===== config.mk =====
export PLATFORM = sky130hd
export DESIGN_NAME = counter_seq_ctrl
export DESIGN_NICKNAME = d
export VERILOG_FILES = /design/src/rtl/counter_seq_ctrl.sv
export SDC_FILE = /design/constraint.sdc
export NUM_CORES = 1
export LEC_CHECK = 0
export ABC_CLOCK_PERIOD_IN_PS = 1900
export CORE_ASPECT_RATIO = 0.8
export CORE_UTILIZATION = 48
export DETAILED_ROUTE_END_ITERATION = 7
export GPL_TIMING_DRIVEN = 0
export PLACE_DENSITY = 0.75
export SLEW_MARGIN = 20
export SYNTH_ARGS = -nofsm -noshare
export SYNTH_HDL_FRONTEND = slang
export SYNTH_SLANG_ARGS = --single-unit

===== constraint.sdc =====
create_clock -name clk -period 1.9 [get_ports clk]
set_input_delay 0.38 -clock clk [delete_from_list [all_inputs] [get_ports clk]]
set_output_delay 0.38 -clock clk [all_outputs]
set_load 0.01 [all_outputs]

===== src/rtl/counter_seq_ctrl.sv =====
// Run-control sequencer for a terminal-count counter with a programmable prescaler.
// Provides launch/stop/pause/resume control, one-shot or auto-reload modes, and a wrap carry pulse.
module counter_seq_ctrl #(
  parameter int N       = 4,
  parameter int PRESC_W = 8
) (
  input  logic               clk,
  input  logic               reset,
  input  logic               start,
  input  logic               stop,
  input  logic               pause,
  input  logic [N-1:0]       load_val,
  input  logic [PRESC_W-1:0] prescale,
  input  logic               auto_reload,
  output logic [N-1:0]       qout,
  output logic               cout,
  output logic               tick_en,
  output logic               busy,
  output logic               done,
  output logic [1:0]         state
);

  typedef enum logic [1:0] {
    ST_IDLE  = 2'b00,
    ST_RUN   = 2'b01,
    ST_PAUSE = 2'b10,
    ST_DONE  = 2'b11
  } state_e;

  state_e             state_q, state_d;
  logic [N-1:0]       qout_q, qout_d;
  logic [N-1:0]       term_q, term_d;
  logic [PRESC_W-1:0] presc_cnt_q, presc_cnt_d;
  logic [PRESC_W-1:0] presc_q, presc_d;
  logic               mode_q, mode_d;
  logic               cout_q, cout_d;

  // Deliberately left unmasked by stop: the advance is discarded in the next-state logic instead.
  assign tick_en = (state_q == ST_RUN) && (presc_cnt_q == presc_q);

  always_comb begin
    // NOTE: every variable gets a default here so no path through the case infers a latch.
    state_d     = state_q;
    qout_d      = qout_q;
    term_d      = term_q;
    presc_cnt_d = presc_cnt_q;
    presc_d     = presc_q;
    mode_d      = mode_q;
    cout_d      = 1'b0;

    unique case (state_q)
      ST_IDLE, ST_DONE: begin
        if (stop) begin
          state_d     = ST_IDLE;
          qout_d      = '0;
          presc_cnt_d = '0;
        end else if (start) begin
          state_d     = ST_RUN;
          qout_d      = '0;
          presc_cnt_d = '0;
          term_d      = load_val;
          presc_d     = prescale;
          mode_d      = auto_reload;
        end
      end

      ST_RUN: begin
        if (stop) begin
          state_d     = ST_IDLE;
          qout_d      = '0;
          presc_cnt_d = '0;
        end else begin
          if (tick_en) begin
            presc_cnt_d = '0;
            if (qout_q == term_q) begin
              qout_d = '0;
              cout_d = 1'b1;
              if (!mode_q) state_d = ST_DONE;
            end else begin
              qout_d = qout_q + N'(1);
            end
          end else begin
            presc_cnt_d = presc_cnt_q + PRESC_W'(1);
          end
          // A one-shot that just finished stays DONE; pausing it would allow a second pass.
          if (!start && pause && state_d == ST_RUN) state_d = ST_PAUSE;
        end
      end

      ST_PAUSE: begin
        if (stop) begin
          state_d     = ST_IDLE;
          qout_d      = '0;
          presc_cnt_d = '0;
        end else if (start) begin
          state_d = ST_RUN;
        end
      end

      default: state_d = ST_IDLE;
    endcase
  end

  always_ff @(posedge clk) begin
    // NOTE: non-blocking assignments so every flop samples the pre-edge values of the others.
    if (reset) begin
      state_q     <= ST_IDLE;
      qout_q      <= '0;
      term_q      <= '0;
      presc_cnt_q <= '0;
      presc_q     <= '0;
      mode_q      <= 1'b0;
      cout_q      <= 1'b0;
    end else begin
      state_q     <= state_d;
      qout_q      <= qout_d;
      term_q      <= term_d;
      presc_cnt_q <= presc_cnt_d;
      presc_q     <= presc_d;
      mode_q      <= mode_d;
      cout_q      <= cout_d;
    end
  end

  assign qout  = qout_q;
  assign cout  = cout_q;
  assign busy  = (state_q == ST_RUN);
  assign done  = (state_q == ST_DONE);
  assign state = state_q;

endmodule


Word level (Yosys, flattened, before mapping)
Cells that the tools add are included.

operators by class
  add/sub/neg operators = 2
  equality and inequality tests = 10
  multiplexer cells = 24
  bitwise gates (word level) = 3
  reduce and logical (&&, ||, !) cells = 11

operators by type and width
  kind                                                   number
  2-to-1 mux 8 bit                                       5
  2-to-1 mux 4 bit                                       6
  one-hot mux 8 bit (3 select lines)                     1
  2-to-1 mux 2 bit                                       9
  one-hot mux 4 bit (3 select lines)                     1
  adder 8 x 1 -> 8 bit, second input constant            1
  == test 8 bit                                          1
  inequality test 3 bit, second input constant           2
  AND reduction 3 bit                                    2
  adder 4 x 1 -> 4 bit, second input constant            1
  == test 2 x 1 -> 1 bit, second input constant          2
  == test 2 bit, second input constant                   2
  == test 4 bit                                          1
  one-hot mux 2 bit (2 select lines)                     1
  OR reduction 4 bit                                     1
  logical AND 1 bit                                      3
  inequality test 3 x 1 -> 1 bit, second input constant  1
  NOT 1 bit                                              3
  OR reduction 3 bit                                     1
  logical NOT 2 bit                                      1
  inequality test 2 bit, second input constant           1
  AND reduction 2 bit                                    1
  OR reduction 2 bit                                     1
  logical NOT 1 bit                                      1
  2-to-1 mux 1 bit                                       1

storage, ports and cells
  register bits = 28
  input bits = 18
  output and inout port bits = 10
  word-level logic and storage cells = 57

Longest topological paths before layout
  depth in word-level cells = 10
  mapped depth = 7
  depth with buffers taken out = 7

Least setup slack after synthesis
No wires, ideal clock.

  kind = reg2reg
  from = register state_q[0], in the netlist state[0]
  to = register presc_cnt_q[5]
  setup time = 0.078 ns
  arrival = 1.698 ns
  required time = 1.822 ns
  setup slack = 0.124 ns
  stages on the path, launching flop included = 8
  path buffers = 0
  clock period less this slack = 1.776 ns
  cell sequence = dfxtp_1 inv_1 ha_1 nor2b_1 o21ai_1 nand4_1 xor2_1 nor3_1

on the way
  word-level cells in the longest chain between the ends = 5
  elaborated cells between the ends (all ways) = 12
  those cells by class = eq/ne (5); mux (3); reduce/logical (4)

RTL lines
  item                                RTL line  source
  start, declared                     30        state_e state_q, state_d;
  start signal, assigned              115       state_q <= state_d;
  == test 2 x 1 -> 1 bit              39, 51
  logical AND 1 bit                   39        assign tick_en = (state_q == ST_RUN) && (presc_cnt_q == presc_q);
  2-to-1 mux 8 bit                    73        if (tick_en) begin
  2-to-1 mux 8 bit                    68        if (stop) begin
  one-hot mux 8 bit (3 select lines)  51        unique case (state_q)
  end signal, assigned                118       presc_cnt_q <= presc_cnt_d;
  end, declared                       33        logic [PRESC_W-1:0] presc_cnt_q, presc_cnt_d;

Parallel ways exist; a longest one is shown, timed or not.
A chain may end at the register's enable or synchronous reset.

Worst setup path in the final report
  from = register presc_cnt_q[0]
  to = output tick_en

on the way
  word-level cells in the longest chain between the ends = 2

RTL lines
  item               RTL line  source
  == test 8 bit      39
  logical AND 1 bit  39
  end, declared      17        output logic tick_en,

Every way passes these cells.

==> flow_metrics.tcl <==
set metrics [dict create \
    status "finished clean" \
    avgSynthCellArea_um2 8.250 \
    hp-start "mode_q" \
    ir_drop_v 0.0004950 \
    die_h_um 49.63 \
    antennaDiodeCount 0 \
    timing.rr.start "presc_cnt_q[5]" \
    slew_viol_final 0 \
    dieWidth_um 61.54 \
    antenna_found_initial 0 \
    path_buf_inv 1 \
    h-tree-depth 1 \
    track_usage 0.2441 \
    drive_gt1_frac 0.1809 \
    syn_nets 188 \
    finalHoldViolCount 0 \
    core_area_um2 2562 \
    setup_viol 0 \
    cp_top_family "flip-flops" \
    grt_remaining_overflow 0 \
    clock_latency_ps 330 \
    synthFlopType "dfxtp_1" \
    port_buffers 26 \
    switchingPower_uw 276.6 \
    worstPathRequired_ps 1520 \
    ff2ff_setup_slack_ps 70 \
    cp-end-kind "output pin" \
    ys_seq_elements 28 \
    max-cap-violations 0 \
    clockBufferDepth 2 \
    drt-wirelength-per-cell_um 15.61 \
    whs_endpoint "mode_q" \
    grt_max_degree 15 \
    vias 1378 \
    io_pins 28 \
    grt_pass1_vias 1201 \
    syn_area_um2 1361 \
    final_antenna_net_count 0 \
    finalNetCount 224 \
    finalInstanceArea_um2 1836 \
    fmax_mhz 530.7 \
    worstMarginPinSlew_ps 516.4 \
    cts-buffers-inserted 3 \
    seq_area_frac_synth 0.4118 \
    synth-edff-count 0 \
    num_rows 16 \
    slew_headroom 0.6557 \
    hold_depth 2 \
    finalCritPeriodShare 0.9918 \
    cts_tree "built" \
    synthTopCellsByArea "dfxtp_1, nand2_1, a21oi_1" \
    die-area_um2 3054 \
    whs_ps 477.6 \
    final.setup.worst_slack_ps 15.67 \
    comb_power_share 0.170 \
    dp_hpwl_um 2474 \
    netlist_instances 165 \
    yosysWarnings 0 \
    start_kind "register" \
    cts.sink_count 28 \
    drt_first_pass_iters 4 \
    min_period_ps 1884 \
    skew_ps 19.64 \
    drcViolationCount 0 \
    routed_via_density 5.864 \
    synth_most_common_cell "nand2_1" \
    post_dp_cell_area_um2 1667 \
    async_flop_share 0 \
    p_leak_uw 0.0006500 \
    cpMaxStageDelayCell "dfxtp_4" \
    gp_congestion 0.9006 \
    hold_class "reg2reg" \
    rsz0062_at_grt "true" \
    pre_cts_slack_ps -275.6 \
    start_util 0.5313 \
    r2r_end "presc_cnt_q[5]" \
    critPathArrivalTime_ps 1500 \
    sw_frac_of_total 0.2688 \
    path_cells "xnor2_1 -> nand3_2 -> nor3_4 -> buf_2" \
    yosys.area.top_type "dfxtp_1" \
    critPathKind "reg2out" \
    p_int_uw 752.5 \
    synth_common_cells "nand2_1, dfxtp_1, a21oi_1" \
    area_delta_synth_final_pct 34.83 \
    grt_pass1_wl_um 5540 \
    max_stage_delay_ps 410 \
    ys_types 34 \
    crit_fanout 7 \
    wl_um 3669 \
    cellPowerDensity_nw_per_um2 560.7 \
    power.share.clock 0.236 \
    drt-initial-drc-count 139 \
    root_buffer "clkbuf_4" \
    hold_buffers 0 \
    seqPwrFrac 0.594 \
    worst-r2r-cell-count 7 \
    startpoint "presc_cnt_q[0]" \
    clk_pin_slew_ps 150 \
    synthDominantCellAreaShare 0.4118 \
]
how the worst max path moves through the flow:
| stage | slack (ps) | cells past startpoint | end |
|---|---|---|---|
| finish | 20 | 4 | tick_en |
| global route | -90 | 4 | tick_en |
| floorplan | 120 | 7 | presc_cnt_q[5] |
| global placement | -220 | 4 | tick_en |
| detailed placement | -280 | 4 | tick_en |
| CTS | 10 | 5 | tick_en |
kinds of logic (layout without fill, tap and decap cells):
family	Yosys count	in the layout	synth area share
xor gates and xnor gates	17	17	0.1094
DFF	28	28	0.4118
AOI/OAI and AO/OA	33	33	0.1461
and+or+nand+nor	70	70	0.2528
buffers and inverters	12	46	0.03400
adders and majority gates	5	5	0.04596
sequential cells by signal, indices dropped and copies added, names as in the netlist:
name         count
qout             4
presc_q          8
state            2
mode_q           1
term_q           4
cout             1
presc_cnt_q      8
worst min-delay path, stage by stage (launching register included):
cell	delay (ps)
dfxtp_1	340
nand2_1	50
a21oi_1	50
layer usage:
layer | track usage | up-vias | routed length (um)
met5 | 0 | - | 0
met4 | 0.04815 | 0 | 104
met3 | 0.06824 | 16 | 219
met2 | 0.3853 | 61 | 1720
met1 | 0.3306 | 649 | 1626
li1 | - | 652 | -
power by group through the flow:
stage	sequential [uW]	combinational (uW)	clock, uW
floorplan	626	81.4	0
global placement	628	142	0
detailed placement	629	146	0
global route	615	189	275
CTS	617	152	242
finish	612	175	242
layout by cell type, fill, tap and decap left out, types with 2 or more instances in the layout:
master | synthesis | routed
clkdlybuf4s50_1 | 0 | 24
nor2_2 | 1 | 2
clkbuf_4 | 0 | 3
clkbuf_1 | 3 | 3
buf_1 | 2 | 2
nand3b_1 | 3 | 3
xor2_1 | 9 | 9
or3_1 | 2 | 2
buf_2 | 1 | 2
nand4_1 | 7 | 7
and3_1 | 3 | 3
xnor2_1 | 8 | 4
o21ai_0 | 4 | 4
o32ai_1 | 2 | 2
nor3_1 | 6 | 5
dfxtp_4 | 0 | 6
nor4_1 | 2 | 2
a21oi_1 | 19 | 19
nor2_1 | 6 | 4
ha_1 | 5 | 4
nand3_1 | 5 | 4
xnor2_2 | 0 | 4
dfxtp_2 | 0 | 6
dfxtp_1 | 28 | 16
inv_1 | 6 | 6
buf_4 | 0 | 5
nand2_1 | 30 | 29
timing repair:
action,CTS,global route
setup endpoints to repair,11,15
resized for setup,16,23
setup buffers,1,4
pin swaps,1,3
stage by stage:
| step | total power, uW | TNS (ps) | utilization | std cells |
|---|---|---|---|---|
| after detailed placement | 775.4 | -2197 | 0.6504 | 227 |
| after global placement | 770.0 | -1081 | 0.6504 | 227 |
| after floorplan | 707.4 | 0 | - | 165 |
| after CTS | 1010 | 0 | 0.6719 | 231 |
| after global routing | 1078 | -145.1 | 0.7163 | 235 |
| final | 1029 | 0 | 0.7163 | 235 |
cell type report:
class                   count  area, um^2
well taps                  36       45.04
multi-input cells         125       839.6
repair buffers             31       291.5
inverters                   6       22.52
plain buffers               6       23.77
fillers                   207       726.9
clock buffers               3       22.52
flip-flops and latches     28       590.6
Power figures use the tool's default switching activity.
==> edit, RTL diff (same flow settings) <==
Remove the register `cout_q`: a continuous assignment takes its place, so the output `cout` follows one clock earlier.
--- a/src/rtl/counter_seq_ctrl.sv
+++ b/src/rtl/counter_seq_ctrl.sv
@@ -110,7 +110,6 @@
       presc_cnt_q <= '0;
       presc_q     <= '0;
       mode_q      <= 1'b0;
-      cout_q      <= 1'b0;
     end else begin
       state_q     <= state_d;
       qout_q      <= qout_d;
@@ -118,9 +117,10 @@
       presc_cnt_q <= presc_cnt_d;
       presc_q     <= presc_d;
       mode_q      <= mode_d;
-      cout_q      <= cout_d;
     end
   end
+
+  assign cout_q = cout_d;
 
   assign qout  = qout_q;
   assign cout  = cout_q;
Check against the original RTL: not equivalent (a bounded check fails within 4 cycles, from zero or initial values and one cycle with reset high).
==> edit against the unedited design <==
The flow now finishes with violations (negative setup slack); worst setup slack worse by 0.30 ns; utilization is 1.5 points higher; sequential cell count is 1 lower; design area is 2.0% higher; power is 1.5% lower; combinational power is 2% lower; cell count is 0.43% lower; area after synthesis hardly changed; wire length is 10% lower; clock power is 3% higher; critical path type unchanged.
==> edit: results (changes against the unedited design) <==
Post-synth top cells: nand2_1 (32), dfxtp_1 (27), a21oi_1 (17), xor2_1 (15), nor2_1 (9)
Final worst slack: -0.289 ns (-0.305 ns)
# setup viols final: 8 (+8)
Leak Pwr: 0.000724 µW (+11%)
Via count: 1259 (-8.6%)
Post-Route M1 WL: 1480 µm (-8.8%)
Number of distinct library cells after synthesis: 38 (+12%)
Hold Crit Class: primary input to flop
CP Max Fanout: 5 (-2)
Worst path max stage delay: 0.40 ns
M1 GR Usage: 0.309 (-0.0213)
Failing checks: negative setup slack
WL final: 3300 µm (-10%)
Met2 WL post-DR: 1640 µm (-4.8%)
Slowest cell on crit path: dfxtp_4
Pwr per Cell Area: 541 mW/mm² (-3.5%)
Met3 WL post-DR: 158 µm (-28%)
Compound-Gate Fraction of Synth Area: 0.127 (-0.0194)
Area contributors post-synth: dfxtp_1 (40%), xor2_1 (9.6%), nand2_1 (8.8%)
Sequential area share after synthesis: 0.397 (-0.0151)
Final HPWL DP: 2360 µm (-4.5%)
Status: finished with violations
Total GRT Usage: 0.238 (-0.00603)
CTS Root Cell: clkbuf_4
Post-synthesis xor/xnor area fraction: 0.116 (+0.00633)
Layout filler cell count: 220 (+6.3%)
Synth Net Count: 184 (-2.1%)
Number of DRC markers in iteration 0: 53 (-62%)
Combinational share of power: 0.168 (-0.002)
Max-Slew Margin vs Limit: 0.694 (+0.0381)
Switching part of the total: 0.265 (-0.00367)
Top layer in use: met4
Pre-CTS setup slack: -0.534 ns (-0.259 ns)
Peak supply drop: 0.510 mV (+2.9%)
Crit path max-delay family: simple AND/OR/NAND/NOR gates
GR Util met3: 0.0630 (-0.00525)
Crit path DAT: 1.81 ns (+0.31 ns)
Routability cong.: 0.849 (-5.8%)
Clock group power: 249 µW (+3%)
First-pass GRT wire length: 5400 µm (-2.6%)
Share of layout cells above drive strength 1: 0.202 (+0.0211)
==> edit: changes by cell type in the layout (fill, tap and decap cells not counted), sizes merged, moves of 2 or more <==
cell           before  now
clkdlybuf4s50      24   22
a211oi              2    0
nand2b              0    2
xor2                9   15
xnor2               8    3
nand2              30   32
o32ai               2    0
clkinv              0    2
nor2                7    9
a21oi              19   17
nor3                6    1
buf                 9   11
nand4               7    5
and3                3    1
==> edit: path summary, 6_finish.rpt <==
path                                     start         end  slack (ns)  depth (start not counted)
worst max-delay path            presc_cnt_q[1]        cout       -0.29                          6
worst min-delay path                     reset   term_q[2]        0.44                          2
worst max register to register  presc_cnt_q[1]     qout[3]       -0.23                          7
worst min register to register      presc_q[5]  presc_q[5]        0.49                          2
==> edit: repair_timing <==
| action | in CTS | in global routing |
|---|---|---|
| setup buffers | 7 | 2 |
| gates resized for setup | 22 | 13 |
| pin swaps | 6 | 8 |
| gates cloned | 0 | 0 |
| setup endpoints to repair | 9 | 18 |
==> edit: layout make-up <==
| type | count | area (µm²) | area share |
|---|---|---|---|
| clock buffers | 3 | 22.5 | 0.0120 |
| well taps | 36 | 45.0 | 0.0240 |
| flip-flops and latches | 27 | 556 | 0.297 |
| plain buffers | 3 | 11.3 | 0.00601 |
| repair buffers | 35 | 327 | 0.174 |
| inverters | 8 | 35.0 | 0.0187 |
| clock inverters | 1 | 5.00 | 0.00267 |
| multi-input cells | 121 | 872 | 0.466 |
==> edit: per-stage QoR <==
step,hold slack [ns],cells,utilization,instance area [µm²]
after global routing,0.448,234,0.731,1870
after floorplan,0.432,161,-,1380
after global placement,0.454,223,0.656,1680
final,0.438,234,0.731,1870
after CTS,0.446,233,0.708,1820
after detailed placement,0.464,223,0.656,1680
